## config.mk

```make
export PLATFORM = sky130hd
export DESIGN_NAME = pcie_dllp_rx_decoder
export DESIGN_NICKNAME = d
export VERILOG_FILES = /design/src/rtl/pcie_dllp_rx_decoder_pkg.sv /design/src/rtl/pcie_dllp_rx_decoder_crc.sv /design/src/rtl/pcie_dllp_rx_decoder.sv
export SDC_FILE = /design/constraint.sdc
export NUM_CORES = 1
export LEC_CHECK = 0
export CELL_PAD_IN_SITES_DETAIL_PLACEMENT = 0
export CELL_PAD_IN_SITES_GLOBAL_PLACEMENT = 2
export CORE_UTILIZATION = 36
export CTS_BUF_LIST = sky130_fd_sc_hd__clkbuf_8
export DETAILED_ROUTE_END_ITERATION = 10
export PLACE_DENSITY_LB_ADDON = 0.1
export SYNTH_ARGS = -nofsm -noshare
export SYNTH_HDL_FRONTEND = slang
export SYNTH_HIERARCHICAL = 1
export SYNTH_SLANG_ARGS = --single-unit
```

## constraint.sdc

```tcl
create_clock -name clk -period 13.15 [get_ports clk]
set_input_delay 1.9725 -clock clk [delete_from_list [all_inputs] [get_ports clk]]
set_output_delay 1.9725 -clock clk [all_outputs]
set_load 0.02 [all_outputs]
```

## src/rtl/pcie_dllp_rx_decoder_pkg.sv

```systemverilog
// rtl/pcie_dllp_rx_decoder_pkg.sv - DLLP layouts, type codes and FC-init states for the RX DLLP decoder
package pcie_dllp_rx_decoder_pkg;

   localparam int SEQ_BITS = 12;

   localparam logic [15:0] DLLP_CRC_POLY = 16'h100B;
   localparam logic [15:0] DLLP_CRC_SEED = 16'hFFFF;

   localparam logic [7:0] DLLP_ACK = 8'h00;
   localparam logic [7:0] DLLP_NAK = 8'h10;

   // FC DLLPs: type[7:6] selects the kind, type[5:4] the credit type, type[3] is zero, type[2:0] the VC
   localparam logic [1:0] FC_KIND_INIT1  = 2'b01;
   localparam logic [1:0] FC_KIND_INIT2  = 2'b11;
   localparam logic [1:0] FC_KIND_UPDATE = 2'b10;

   localparam logic [1:0] FC_P   = 2'd0;
   localparam logic [1:0] FC_NP  = 2'd1;
   localparam logic [1:0] FC_CPL = 2'd2;

   typedef enum logic [1:0] {
      FC_INIT1 = 2'd0,
      FC_INIT2 = 2'd1,
      FC_DONE  = 2'd2
   } fc_state_t;

   typedef struct packed {
      logic [15:0] crc;
      logic [7:0]  acknak_seq_num_l;
      logic [3:0]  rsvd2;
      logic [3:0]  acknak_seq_num_h;
      logic [7:0]  rsvd1;
      logic [7:0]  dllp_type;
   } dllp_ACKNAK_packet_t;

   typedef struct packed {
      logic [15:0] crc;
      logic [7:0]  data_fc_l;
      logic [1:0]  hdr_fc_l;
      logic [1:0]  data_scale;
      logic [3:0]  data_fc_h;
      logic [1:0]  hdr_scale;
      logic [5:0]  hdr_fc_h;
      logic [7:0]  dllp_type;
   } dllp_FC_packet_t;

endpackage

```

## src/rtl/pcie_dllp_rx_decoder_crc.sv

```systemverilog
// rtl/pcie_dllp_rx_decoder_crc.sv - combinational DLLP CRC16 over bytes 0..3, returned in wire layout
module pcie_dllp_rx_decoder_crc
   import pcie_dllp_rx_decoder_pkg::*;
(
   input  logic [31:0] data,
   output logic [15:0] crc_field
);

   logic [15:0] lfsr;
   logic [15:0] crc_inv;
   logic        fb;

   // Bytes are consumed bit 0 first; the complemented remainder goes out with each byte bit-reversed.
   always_comb begin
      lfsr      = DLLP_CRC_SEED;
      fb        = 1'b0;
      crc_field = '0;
      for (int i = 0; i < 32; i++) begin
         fb   = lfsr[15] ^ data[i];
         lfsr = {lfsr[14:0], 1'b0};
         if (fb) begin
            lfsr = lfsr ^ DLLP_CRC_POLY;
         end
      end
      crc_inv = ~lfsr;
      for (int j = 0; j < 8; j++) begin
         crc_field[j]     = crc_inv[15 - j];
         crc_field[8 + j] = crc_inv[7 - j];
      end
   end

endmodule

```

## src/rtl/pcie_dllp_rx_decoder.sv

```systemverilog
// rtl/pcie_dllp_rx_decoder.sv - RX DLLP consumer: CRC check, Ack/Nak tracking, VC0 FC-init and credit limits
module pcie_dllp_rx_decoder
   import pcie_dllp_rx_decoder_pkg::*;
#(
   parameter logic [2:0] VC_ID = 3'd0
)(
   input  logic                clk,
   input  logic                rst,
   input  logic                dl_up_i,
   input  logic                dllp_valid_i,
   input  logic [47:0]         dllp_i,
   input  logic [SEQ_BITS-1:0] next_tx_seq_i,
   output logic [SEQ_BITS-1:0] ackd_seq_o,
   output logic                ack_upd_o,
   output logic                replay_req_o,
   output logic                crc_err_o,
   output logic                proto_err_o,
   output logic [7:0]          p_hdr_cl_o,
   output logic [7:0]          np_hdr_cl_o,
   output logic [7:0]          cpl_hdr_cl_o,
   output logic [11:0]         p_data_cl_o,
   output logic [11:0]         np_data_cl_o,
   output logic [11:0]         cpl_data_cl_o,
   output logic [1:0]          p_inf_o,
   output logic [1:0]          np_inf_o,
   output logic [1:0]          cpl_inf_o,
   output logic                fc_init1_done_o,
   output logic                fc_init_done_o
);

   localparam logic [SEQ_BITS-1:0] SEQ_ONE = {{(SEQ_BITS-1){1'b0}}, 1'b1};

   logic        s1_valid;
   logic [47:0] s1_dllp;

   always_ff @(posedge clk or posedge rst) begin
      if (rst) begin
         s1_valid <= 1'b0;
         s1_dllp  <= '0;
      end else if (!dl_up_i) begin
         s1_valid <= 1'b0;
         s1_dllp  <= '0;
      end else begin
         s1_valid <= dllp_valid_i;
         s1_dllp  <= dllp_i;
      end
   end

   logic [15:0] crc_calc;

   pcie_dllp_rx_decoder_crc u_crc (
      .data      (s1_dllp[31:0]),
      .crc_field (crc_calc)
   );

   dllp_ACKNAK_packet_t acknak;
   dllp_FC_packet_t     fcp;
   logic                crc_ok;
   logic                good;
   logic [7:0]          dtype;

   assign acknak = dllp_ACKNAK_packet_t'(s1_dllp);
   assign fcp    = dllp_FC_packet_t'(s1_dllp);
   assign crc_ok = (crc_calc == s1_dllp[47:32]);
   assign good   = s1_valid && crc_ok;
   assign dtype  = s1_dllp[7:0];

   logic unused_fields;
   assign unused_fields = ^{acknak.rsvd1, acknak.rsvd2, acknak.crc,
                            fcp.hdr_scale, fcp.data_scale, fcp.crc};

   // Ack/Nak: sequence must lie behind NEXT_TRANSMIT_SEQ, and only forward steps move AckD_SEQ
   logic [SEQ_BITS-1:0] seq;
   logic [SEQ_BITS-1:0] seq_win;
   logic [SEQ_BITS-1:0] seq_adv;
   logic [SEQ_BITS-1:0] ackd_q;
   logic                is_acknak;
   logic                is_nak;
   logic                seq_ok;
   logic                do_adv;

   assign seq       = {acknak.acknak_seq_num_h, acknak.acknak_seq_num_l};
   assign seq_win   = (next_tx_seq_i - SEQ_ONE) - seq;
   assign seq_adv   = seq - ackd_q;
   assign is_nak    = (dtype == DLLP_NAK);
   assign is_acknak = good && ((dtype == DLLP_ACK) || is_nak);
   assign seq_ok    = !seq_win[SEQ_BITS-1];
   assign do_adv    = is_acknak && seq_ok && (seq_adv != '0) && !seq_adv[SEQ_BITS-1];

   logic ack_upd_q, replay_q, crc_err_q, proto_err_q;

   always_ff @(posedge clk or posedge rst) begin
      if (rst) begin
         ackd_q      <= '1;
         ack_upd_q   <= 1'b0;
         replay_q    <= 1'b0;
         crc_err_q   <= 1'b0;
         proto_err_q <= 1'b0;
      end else if (!dl_up_i) begin
         ackd_q      <= '1;
         ack_upd_q   <= 1'b0;
         replay_q    <= 1'b0;
         crc_err_q   <= 1'b0;
         proto_err_q <= 1'b0;
      end else begin
         if (do_adv) begin
            ackd_q <= seq;
         end
         ack_upd_q   <= do_adv;
         replay_q    <= is_acknak && seq_ok && is_nak;
         crc_err_q   <= s1_valid && !crc_ok;
         proto_err_q <= is_acknak && !seq_ok;
      end
   end

   // FC DLLP decode for the configured VC only
   logic [1:0] fc_kind;
   logic [1:0] fc_idx;
   logic       fc_ok;
   logic [7:0] fc_hdr;
   logic [11:0] fc_data;

   assign fc_kind = dtype[7:6];
   assign fc_idx  = dtype[5:4];
   assign fc_ok   = good && (fc_kind != 2'b00) && (fc_idx != 2'b11) &&
                    !dtype[3] && (dtype[2:0] == VC_ID);
   assign fc_hdr  = {fcp.hdr_fc_h, fcp.hdr_fc_l};
   assign fc_data = {fcp.data_fc_h, fcp.data_fc_l};

   fc_state_t  state_q, state_d;
   logic [2:0] rec_q, rec_d;
   logic       rec_we;
   logic       upd_we;

   always_comb begin
      state_d = state_q;
      rec_d   = rec_q;
      rec_we  = 1'b0;
      upd_we  = 1'b0;
      case (state_q)
         FC_INIT1: begin
            if (fc_ok && (fc_kind == FC_KIND_INIT1 || fc_kind == FC_KIND_INIT2)) begin
               rec_we = 1'b1;
               rec_d  = rec_q | (3'b001 << fc_idx);
               if (&rec_d) begin
                  state_d = FC_INIT2;
               end
            end
         end
         FC_INIT2: begin
            if (fc_ok && (fc_kind == FC_KIND_INIT2 || fc_kind == FC_KIND_UPDATE)) begin
               state_d = FC_DONE;
            end
         end
         FC_DONE: begin
            upd_we = fc_ok && (fc_kind == FC_KIND_UPDATE);
         end
         default: state_d = FC_INIT1;
      endcase
   end

   logic [7:0]  hdr_cl_q  [0:2];
   logic [11:0] data_cl_q [0:2];
   logic [1:0]  inf_q     [0:2];

   always_ff @(posedge clk or posedge rst) begin
      if (rst) begin
         state_q <= FC_INIT1;
         rec_q   <= '0;
         for (int i = 0; i < 3; i++) begin
            hdr_cl_q[i]  <= '0;
            data_cl_q[i] <= '0;
            inf_q[i]     <= '0;
         end
      end else if (!dl_up_i) begin
         state_q <= FC_INIT1;
         rec_q   <= '0;
         for (int i = 0; i < 3; i++) begin
            hdr_cl_q[i]  <= '0;
            data_cl_q[i] <= '0;
            inf_q[i]     <= '0;
         end
      end else begin
         state_q <= state_d;
         rec_q   <= rec_d;
         if (rec_we) begin
            hdr_cl_q[fc_idx]  <= fc_hdr;
            data_cl_q[fc_idx] <= fc_data;
            inf_q[fc_idx]     <= {fc_hdr == 8'd0, fc_data == 12'd0};
         end
         if (upd_we) begin
            if (!inf_q[fc_idx][1]) begin
               hdr_cl_q[fc_idx] <= fc_hdr;
            end
            if (!inf_q[fc_idx][0]) begin
               data_cl_q[fc_idx] <= fc_data;
            end
         end
      end
   end

   assign ackd_seq_o      = ackd_q;
   assign ack_upd_o       = ack_upd_q;
   assign replay_req_o    = replay_q;
   assign crc_err_o       = crc_err_q;
   assign proto_err_o     = proto_err_q;
   assign p_hdr_cl_o      = hdr_cl_q[FC_P];
   assign np_hdr_cl_o     = hdr_cl_q[FC_NP];
   assign cpl_hdr_cl_o    = hdr_cl_q[FC_CPL];
   assign p_data_cl_o     = data_cl_q[FC_P];
   assign np_data_cl_o    = data_cl_q[FC_NP];
   assign cpl_data_cl_o   = data_cl_q[FC_CPL];
   assign p_inf_o         = inf_q[FC_P];
   assign np_inf_o        = inf_q[FC_NP];
   assign cpl_inf_o       = inf_q[FC_CPL];
   assign fc_init1_done_o = (state_q != FC_INIT1);
   assign fc_init_done_o  = (state_q == FC_DONE);

endmodule

```

==> results of run 1 <==
## kinds of logic after synthesis
kind of cell,synth area share (%)
AND/OR/NAND/NOR,16.9
AO/OA/AOI/OAI,8.57
adder cells (fa/ha/maj),3.59
XOR/XNOR,17.9
buffers and inverters,3.15
multiplexers,6.49
flip-flops,43.4
## layer usage
metal	share of wire, %	vias to the layer above	track usage (%)
li1	-	2764	-
met1	48	2838	27.1
met2	46	158	30.7
met3	4.6	22	3.45
met4	1.6	0	6.46
met5	0	-	0
## power by group
group / internal, mW / leakage [nW] / switching [mW] / total, mW
clock: 0.212 / 0.223 / 0.184 / 0.396
sequential: 0.426 / 1.81 / 0.0170 / 0.443
combinational: 0.299 / 2.69 / 0.297 / 0.595
total: 0.936 / 4.72 / 0.498 / 1.43
## stage by stage
| stage | util (%) | instance area (um2) | total power [mW] |
|---|---|---|---|
| floorplan | - | 7870 | 0.949 |
| global placement | 45.2 | 9590 | 1.05 |
| detailed placement | 45.2 | 9590 | 1.05 |
| CTS | 47.3 | 10000 | 1.45 |
| global route | 47.3 | 10000 | 1.52 |
| finish | 47.3 | 10000 | 1.43 |
## layout make-up
type	count	share of cell area (%)
inverter	31	1.21
clock inverter	15	2.13
multi-input combinational	537	41.9
tap	275	3.43
timing repair buffer	151	14.9
sequential	136	34.1
clock buffer	17	2.33
## tightest hold or removal path, cell delays in order, from the launching register on
cell	delay (ns)
dfstp_2	0.39
inv_1	0.06
a2bb2oi_2	0.04
## cells in the final DEF (no fill, tap or decap), drive strengths merged, types with 16 or more instances in the layout
| cell type | count |
|---|---|
| a21oi | 28 |
| and2 | 57 |
| clkbuf | 17 |
| clkdlybuf4s50 | 146 |
| dfrtp | 124 |
| ha | 21 |
| inv | 39 |
| mux2i | 51 |
| nand2 | 93 |
| nor2 | 27 |
| o21ai | 17 |
| xnor2 | 63 |
| xnor3 | 16 |
| xor2 | 41 |
## worst max-delay path by stage
| stage | slack [ns] | endpoint | depth (start not counted) |
|---|---|---|---|
| floorplan | 7.56 | ack_upd_o$_DFF_PP0_ | 1 |
| global placement | 8.07 | np_hdr_cl_o[2]$_DFF_PP0_ | 12 |
| detailed placement | 7.84 | np_hdr_cl_o[6]$_DFF_PP0_ | 13 |
| CTS | 7.83 | np_hdr_cl_o[6]$_DFF_PP0_ | 13 |
| global route | 7.51 | np_hdr_cl_o[6]$_DFF_PP0_ | 13 |
| finish | 7.85 | np_hdr_cl_o[6]$_DFF_PP0_ | 13 |
## state kept, by name, indices dropped and copies added (netlist names), 2 cells and up
register,flops
ackd_seq_o,12
acknak,48
cpl_data_cl_o,12
cpl_hdr_cl_o,8
cpl_inf_o,2
np_data_cl_o,12
np_hdr_cl_o,8
np_inf_o,2
p_data_cl_o,12
p_hdr_cl_o,8
p_inf_o,2
rec_q,3
state_q,2
==> results by group, run 1 <==
Cells and area
  – FF+latch area: 0.00342 mm2
  – Fillcell total: between 1500 and 2000
  – Layout cells sized above 1: a little under a tenth
  – # diodes: 0
  – Multi-input logic area: between 0.004 and 0.005 mm2
  – Layout area overhead: 27.5%
  – Nets: 960
  – Cell Count, Final, Fillers Out: 1162

Timing
  – Final period utilization: around 40%
  – Slew HR: ~17%
  – Fmax: roughly 0.19 GHz
  – Post-Route Skew: 0.0191 ns
  – Slew @ Worst Pin: 1.25 ns
  – Final worst slack: 7.85 ns
  – Final min period: about 5.3 ns
  – Final Max Slew Viols: 0
  – Setup violators final: 0
  – Final hold violation count: 0
  – Worst Hold Slack: approximately 0.49 ns
  – RSZ-0062 raised after global routing: no
  – Setup TNS: 0 ns

Clocking
  – Num CTS Buffers: 17
  – Hold Buf Count CTS: 0
  – Post-CTS Resized: 0
  – Clock Latency Late Sink: 0.46 ns
  – Root buffer cell: clkbuf_8
  – Post-CTS Setup Repair Bufs: 0
  – Clk sinks: ~140
  – Clock slew at reported path FFs: ~0.09 ns
  – Clk buf depth: 2
  – H-Tree Depth: 4
  – CTS tree: built

Min path
  – Worst hold endpoint: ackd_seq_o[0]$_DFFE_PP1P_
  – Hold Path Cell Cnt: 2
  – Hold crit path type: reg2reg
  – Hold Startpoint: ackd_seq_o[0]$_DFFE_PP1P_

Route
  – Routed wire length: approximately 21000 um
  – Antenna viol nets, final: 0
  – Vias per inst: ~5
  – Drt initial violations: between 300 and 400
  – DRT Pass-1 Iters: 4
  – DRC Markers: 0
  – Wire length per cell: ~18 um
  – Vias: roughly 5800

Floorplanning
  – Initial Util: between 30 and 40%
  – Die area: ~0.022 mm2
  – Area of the core: about 0.021 mm2
  – Die height: ~150 um
  – Ports: about 150
  – Site row count: 53
  – Die W: 150 um

Logic synthesis
  – Count leader, synth: dfrtp_1
  – Yosys warning total: 6
  – Syn Area/Cell: between 10 and 15 um2
  – Sequential fraction of the synthesis area: 43.4%
  – Main synth FF type: dfrtp_1
  – Synth area leaders: dfrtp_1, mux2i_1, xnor2_1
  – Yosys top cell by area: dfrtp_1
  – EDFF count, synth: 0
  – Mapped Area: about 0.008 mm2
  – Syn Nets: 820
  – Synth cell count leaders: dfrtp_1, nand2_1, and2_1, xnor2_1, mux2i_1
  – Distinct cells, synth: between 60 and 70
  – Yosys top cell area share: 39.4%
  – Mapped Cells: approximately 730
  – Yosys reg bits: 136
  – FFs w/ async S/R, synth: 100%

Critical path
  – CP arrival: around 5.6 ns
  – Family with the most delay on the worst path: XOR/XNOR gates
  – Crit-path slowest cell: dfrtp_1
  – Crit path cell chain: xnor2_1 -> xnor2_1 -> xnor3_2 -> xor3_2 -> xor2_2 -> xnor2_1 -> xor2_1 -> nor4_1 -> nand4_2 -> nor4_4 -> and2_1 -> a31oi_2 -> mux2i_1
  – WP data required: between 10 and 15 ns
  – CP Launch Point: acknak[5]$_DFF_PP0_
  – CP max stage delay: 0.71 ns
  – R2R Path End: np_hdr_cl_o[6]$_DFF_PP0_
  – Max FO, Critical Path: 17
  – CP Launch Type: register
  – R2R Path Start: acknak[5]$_DFF_PP0_
  – CP Capture Type: register
  – Reg2Reg Depth: 13
  – Most frequent CP cell: xnor2_1
  – Internal reg-to-reg setup slack: 7.85 ns
  – CP Buf/Inv Count: 0
  – WS Path Type: reg2reg

GRT
  – GRT Resource Usage Total: around a fifth
  – Pin count of the biggest net entering global routing: between 80 and 90
  – Vias in the first global route: roughly 6000
  – First-pass GRT wire length: around 33000 um
  – GRT Residual Overflow: 0
  – Initial antenna violation count: 0

Placed design
  – Post-DP HPWL: 15100 um
  – Pre-CTS WS: 7.84 ns
  – Dpl cells: ~1100
  – # port buffers: 147
  – Placer Congestion: between 0.8 and 0.9

Job
  – Total of max-cap violations: 0

Status
  – Status: complete, no violations

Power and ir drop
  – Pwr dens: 143 mW/mm2
  – Peak supply drop: 0.124 mV
  – Leakage: between 4 and 5 nW
Note: power is estimated with default switching activity, not from simulation.
==> run 2, diff against run 1 <==
Settings changed: CORE_UTILIZATION 36 to 31.
Clock period 13.15 ns to 4.32 ns, I/O delays scaled along.
==> run 2 against run 1 <==
Effect of this change: the flow now finishes with violations (setup timing); wire length is 9.3% higher; clock power grew to 2.8 times the previous value; sequential share of layout area is 3.2 points lower; maximum frequency is 20% higher; cell count is 11% higher; global-route usage is 1.6 points lower; first-iteration DRC count is 17% lower; critical path type unchanged.
==> results by group, run 2 (same netlist as run 1, synthesis figures left out) <==
Status
  – Status: complete, but fails checks
  – Failing checks: setup timing

Placed design
  – Dpl cells: approximately 1200
  – # port buffers: 147
  – Area after DPL: 0.0102 mm2
  – Pre-CTS WS: -0.156 ns
  – Post-DP HPWL: about 17000 um
  – Placer Congestion: 0.817

Cells and area
  – Core Util, Final: a little under half
  – Layout area overhead: 40.7%
  – Commonest non-fill, non-tap cells in the layout: clkdlybuf4s50_1, dfrtp_1, nand2_1, buf_4, and2_1
  – Max reg flops: 48
  – Layout cells sized above 1: between 20% and 30%
  – Design area: about 0.011 mm2
  – Leading cell type in the layout, fill and taps excluded: clkdlybuf4s50_1
  – Cell Count, Final, Fillers Out: 1293
  – # diodes: 0
  – Nets: roughly 1000

Route
  – DRC Markers: 0
  – Antenna viol nets, final: 0
  – Top Layer Used: met4
  – Routed wire length: between 20000 and 25000 um
  – Met2 Wirelength: 10900 um
  – M1 WL: 10800 um
  – Met3 Wirelength: a little under 1000 um
  – Wire length per cell: between 15 and 20 um
  – Vias per inst: between 4 and 5
  – Vias: between 6000 and 7000
  – Drt initial violations: around 260
  – DRT Pass-1 Iters: 4

GRT
  – Vias in the first global route: 6353
  – Initial antenna violation count: 0
  – First-pass GRT wire length: 35700 um
  – Pin count of the biggest net entering global routing: 91
  – GRT Residual Overflow: 0
  – GRT Resource Usage Total: about 18%

Clocking
  – Clock slew at reported path FFs: about 0.090 ns
  – Clk buf depth: 2
  – CTS tree: built
  – Root buffer cell: clkbuf_8
  – Num CTS Buffers: 17
  – H-Tree Depth: 4
  – Clock Latency Late Sink: 0.46 ns
  – Hold Buf Count CTS: 0
  – Clk sinks: 136

Timing
  – Fmax: approximately 0.23 GHz
  – Setup TNS: -0.940 ns
  – Final worst slack: -0.0946 ns
  – Final hold violation count: 0
  – Final min period: ~4.4 ns
  – Setup violators final: 12
  – Post-Route Skew: 0.0196 ns
  – Worst Hold Slack: a little over 0.5 ns
  – RSZ-0062 raised after global routing: yes
  – Final Max Slew Viols: 0
  – Slew @ Worst Pin: ~0.85 ns
  – Final period utilization: 102%
  – Slew HR: between 40% and 50%

Critical path
  – CP Launch Type: register
  – CP Capture Type: register
  – WP data required: between 4 and 5 ns
  – Max FO, Critical Path: 6
  – CP arrival: approximately 4.8 ns
  – WS Path Type: reg2reg

Power and ir drop
  – Peak supply drop: roughly 0.4 mV
  – Pwr dens: between 400 and 500 mW/mm2
  – Leakage: around 5.2 nW
  – Total power: ~4.7 mW

Floorplanning
  – Site row count: 57
  – Area of the core: around 0.025 mm2
  – Die area: 0.0260 mm2
  – Initial Util: a little under a third
  – Die W: roughly 160 um
  – Ports: approximately 150
  – Die height: 161 um

Job
  – Total of max-cap violations: 0

Min path
  – Hold crit path type: reg2reg
==> run 2: cell count changes in the layout (fill, tap and decap cells not counted), moves of 5 or more <==
| cell | delta |
|---|---|
| xnor2_1 | -11 |
| xnor2_2 | +9 |
| buf_4 | +66 |
| buf_6 | +8 |
| a21oi_1 | -5 |
==> run 2: critical path, stage by stage, from the launching register on <==
cell	delay, ns
dfrtp_2	0.47
xnor3_2	0.39
buf_6	0.15
buf_6	0.11
xnor3_2	0.25
xor3_2	0.46
xor2_4	0.20
buf_6	0.14
xnor2_2	0.12
xor2_1	0.17
nor4_2	0.34
nand4_4	0.17
nor2_2	0.14
or4b_4	0.47
o41a_1	0.46
clkbuf_16	0.22
a2bb2oi_2	0.11
==> run 2: final timing paths <==
check | to | depth (start not counted) | slack, ns | startpoint
worst max-delay path | ackd_seq_o[5]$_DFFE_PP1P_ | 16 | -0.09 | acknak[5]$_DFF_PP0_
worst max register to register | ackd_seq_o[5]$_DFFE_PP1P_ | 16 | -0.09 | acknak[5]$_DFF_PP0_
worst min register to register | ackd_seq_o[0]$_DFFE_PP1P_ | 2 | 0.51 | ackd_seq_o[0]$_DFFE_PP1P_
worst min-delay path | ackd_seq_o[0]$_DFFE_PP1P_ | 2 | 0.51 | ackd_seq_o[0]$_DFFE_PP1P_
max in group asynchronous | rec_q[0]$_DFFE_PP0P_ | 3 | 2.70 | rst
min in group asynchronous | acknak[18]$_DFF_PP0_ | 2 | 0.74 | rst
==> run 2: routing by layer <==
metal	vias up	GRT usage (%)
met2	160	29.5
li1	2926	-
met3	19	3.34
met4	0	5.10
met5	-	0
met1	2991	24.1
==> run 2: area by class of cell <==
class | instances | area, um2
Clock buffer | 17 | 234
Clock inverter | 15 | 166
Fill cell | 2386 | 13500
Inverter | 31 | 121
Multi-Input combinational cell | 537 | 4460
Sequential cell | 136 | 3420
Tap cell | 324 | 405
Timing Repair Buffer | 233 | 2260
==> run 2: power by group <==
group / switching (mW) / internal (mW) / total (mW)
Combinational: 1.11 / 1.22 / 2.34
Clock: 0.563 / 0.526 / 1.09
Sequential: 0.0237 / 1.30 / 1.32
Total: 1.70 / 3.04 / 4.74
==> run 2: what timing repair did <==
| action | in CTS | in global routing |
|---|---|---|
| pin swaps | 15 | 26 |
| endpoints found under the setup margin | 72 | 80 |
| buffers inserted | 6 | 10 |
| gates resized for setup | 15 | 45 |
| cloned | 0 | 4 |
==> variant: new RTL, flow settings as in run 2 <==
Register the output `crc_err_o` once more, cleared by the reset; this adds one clock of latency there. The other outputs are not delayed to match.
--- a/src/rtl/pcie_dllp_rx_decoder.sv
+++ b/src/rtl/pcie_dllp_rx_decoder.sv
@@ -203,5 +203,11 @@
    assign ack_upd_o       = ack_upd_q;
    assign replay_req_o    = replay_q;
-   assign crc_err_o       = crc_err_q;
+   always_ff @(posedge clk or posedge rst) begin
+      if (rst) begin
+         crc_err_o <= '0;
+      end else begin
+         crc_err_o <= crc_err_q;
+      end
+   end
    assign proto_err_o     = proto_err_q;
    assign p_hdr_cl_o      = hdr_cl_q[FC_P];
Check against the original RTL: not equivalent (a bounded check fails within 4 cycles, from zero or initial values and one cycle with rst high).
==> variant against run 2 <==
  * The flow still finishes with violations (negative setup slack)
  * Wire length fell by 4.0%
  * Critical endpoint is now p_hdr_cl_o[2]$_DFF_PP0_
  * Clock power is essentially flat
  * Total power is 1.0% higher
  * Die area shrank 1.6%
  * Setup slack better by 0.025 ns
  * Critical path depth fell by 1
  * Synthesized cell count down 6.0%
  * Fmax is 0.58% higher
  * Cell area down 1.9%
  * Clock skew is 0.0085 ns lower
  * Area after synthesis fell by 1.6%
  * Sequential cell count grew 1
  * Non-clock buffer count fell by 3
==> variant: results <==
set metrics [dict create \
    status "complete, but fails checks" \
    violations "negative setup slack" \
    setup_viol 20 \
    grt_max_degree 115 \
    drv_cap 0 \
    fillers 2366 \
    fin_worst_skew_ns 0.01115 \
    vdd_ir_drop_max_v 0.0004076 \
    place_area_sq_um 10030 \
    crit_arrival_ns 4.75 \
    largest_register_ffs 48 \
    layout_setup_ws_ns -0.06929 \
    highest_layer "met4" \
    drt_iter0_drc 245 \
    met1Wirelength_um 10470 \
    wl_met2_um 10160 \
    via_per_inst 4.577 \
    clockBufferDepth 2 \
    port_buffers 147 \
    synth.distinct_cells 70 \
    fin_nets 996 \
    worstMarginPinSlew_ns 1.089 \
    ys.warnings.count 6 \
    synth_flop_cell "dfrtp_1" \
    post-route-util_pct 44.53 \
    hp-class "flip-flop to flip-flop" \
    synth_nets 776 \
    antenna_found_initial 1 \
    routabilityCongestion 0.8110 \
    grt_usage_pct 17.85 \
    grt_pass1_vias 6073 \
    htreeDepth 4 \
    drive_gt1_share_pct 20.15 \
    drt_pass1_iterations 4 \
    total_leakage_power_uw 0.005220 \
    dp_worst_setup_slack_ns -0.4083 \
    cp_max_fo 8 \
    ys_top_cells_by_area "dfrtp_1 (40%), mux2i_1 (8.8%), xnor2_1 (6.3%), nand2_1 (4.5%), xor2_1 (4.2%)" \
    cts_buffers 17 \
    cts-root-buf "clkbuf_8" \
    dpl.hpwl_um 16090 \
    grt_pass1_wl_um 34970 \
    wl_met3_um 1199 \
    yosysSeqAreaShare_pct 44.46 \
    wl_um 22000 \
    clk_pin_slew_worst_paths_ns 0.08 \
    synth_common_cells "dfrtp_1 (125), nand2_1 (92), mux2i_1 (68), xnor2_1 (56), and2_1 (50)" \
    clk_latency_ns 0.45 \
    synthArstFlopShare_pct 100.0 \
]
variant: cell count changes in the layout (fill, tap and decap cells not counted), moves of 9 or more:
cell / before / now
mux2i_1: 49 / 67
nor2_1: 25 / 11
nor2b_1: 8 / 21
a21oi_1: 23 / 11
a2bb2oi_2: 11 / 0
o21ai_0: 16 / 7
variant: critical path, stage by stage, from the launching register on:
cell and delay [ns]:
dfrtp_1 0.49, xnor3_2 0.46, xnor2_4 0.23, xnor2_2 0.14, xor3_2 0.28, xnor3_2 0.48, xnor2_2 0.17, xor2_1 0.15
nor4_2 0.27, nand4_1 0.24, buf_6 0.21, a211oi_4 0.25, nand4b_4 0.17, o41a_1 0.39, buf_12 0.17, mux2i_2 0.19
variant: final timing paths:
check | slack, ns | depth (start not counted) | start | endpoint
worst min-delay path | 0.39 | 0 | crc_err_q$_DFF_PP0_ | crc_err_o$_DFF_PP0_
worst max-delay path | -0.07 | 15 | acknak[8]$_DFF_PP0_ | p_hdr_cl_o[2]$_DFF_PP0_
worst min register to register | 0.39 | 0 | crc_err_q$_DFF_PP0_ | crc_err_o$_DFF_PP0_
max in group asynchronous | 2.52 | 3 | rst | p_hdr_cl_o[1]$_DFF_PP0_
min in group asynchronous | 0.80 | 2 | rst | acknak[22]$_DFF_PP0_
worst max register to register | -0.07 | 15 | acknak[8]$_DFF_PP0_ | p_hdr_cl_o[2]$_DFF_PP0_
variant: logic make-up after synthesis:
| family | Yosys count | share of synthesized area (%) |
|---|---|---|
| and+or+nand+nor | 213 | 14.23 |
| AOI/OAI and AO/OA | 75 | 7.819 |
| buffers and inverters | 55 | 3.134 |
| muxes | 68 | 8.788 |
| DFF | 137 | 44.46 |
| adders and majority gates | 22 | 3.651 |
| xor gates and xnor gates | 120 | 17.92 |
variant: timing repair:
action,CTS,global route
setup buffers,12,8
pin swaps,27,15
endpoints found under the setup margin,82,81
hold buffers,0,0
resized for setup,34,12
variant: power breakdown:
group / internal (uW) / switching [uW] / total (uW)
registers: 1310 / 25.7 / 1330
clock network: 525 / 566 / 1090
logic: 1250 / 1120 / 2370
variant: final cells by class:
class	count	share of cell area, %
multi-input cells	498	39.76
flip-flops and latches	137	31.74
repair buffers	230	20.12
well taps	324	3.732
clock buffers	17	2.154
clock inverters	15	1.521
inverters	26	0.9446
diodes	1	0.02304
variant: metrics by stage:
step                      std cells  setup TNS [ns]
after floorplan                 690               0
after global placement         1195          -17.81
after detailed placement       1195          -22.47
after CTS                      1239          -1.062
after global routing           1247          -10.64
final                          1248         -0.6507
variant: per-layer routing:
layer | vias to the layer above | GRT usage, %
met5 | - | 0
met4 | 0 | 3.810
met3 | 14 | 4.831
met2 | 141 | 28.04
met1 | 2777 | 24.52
li1 | 2780 | -
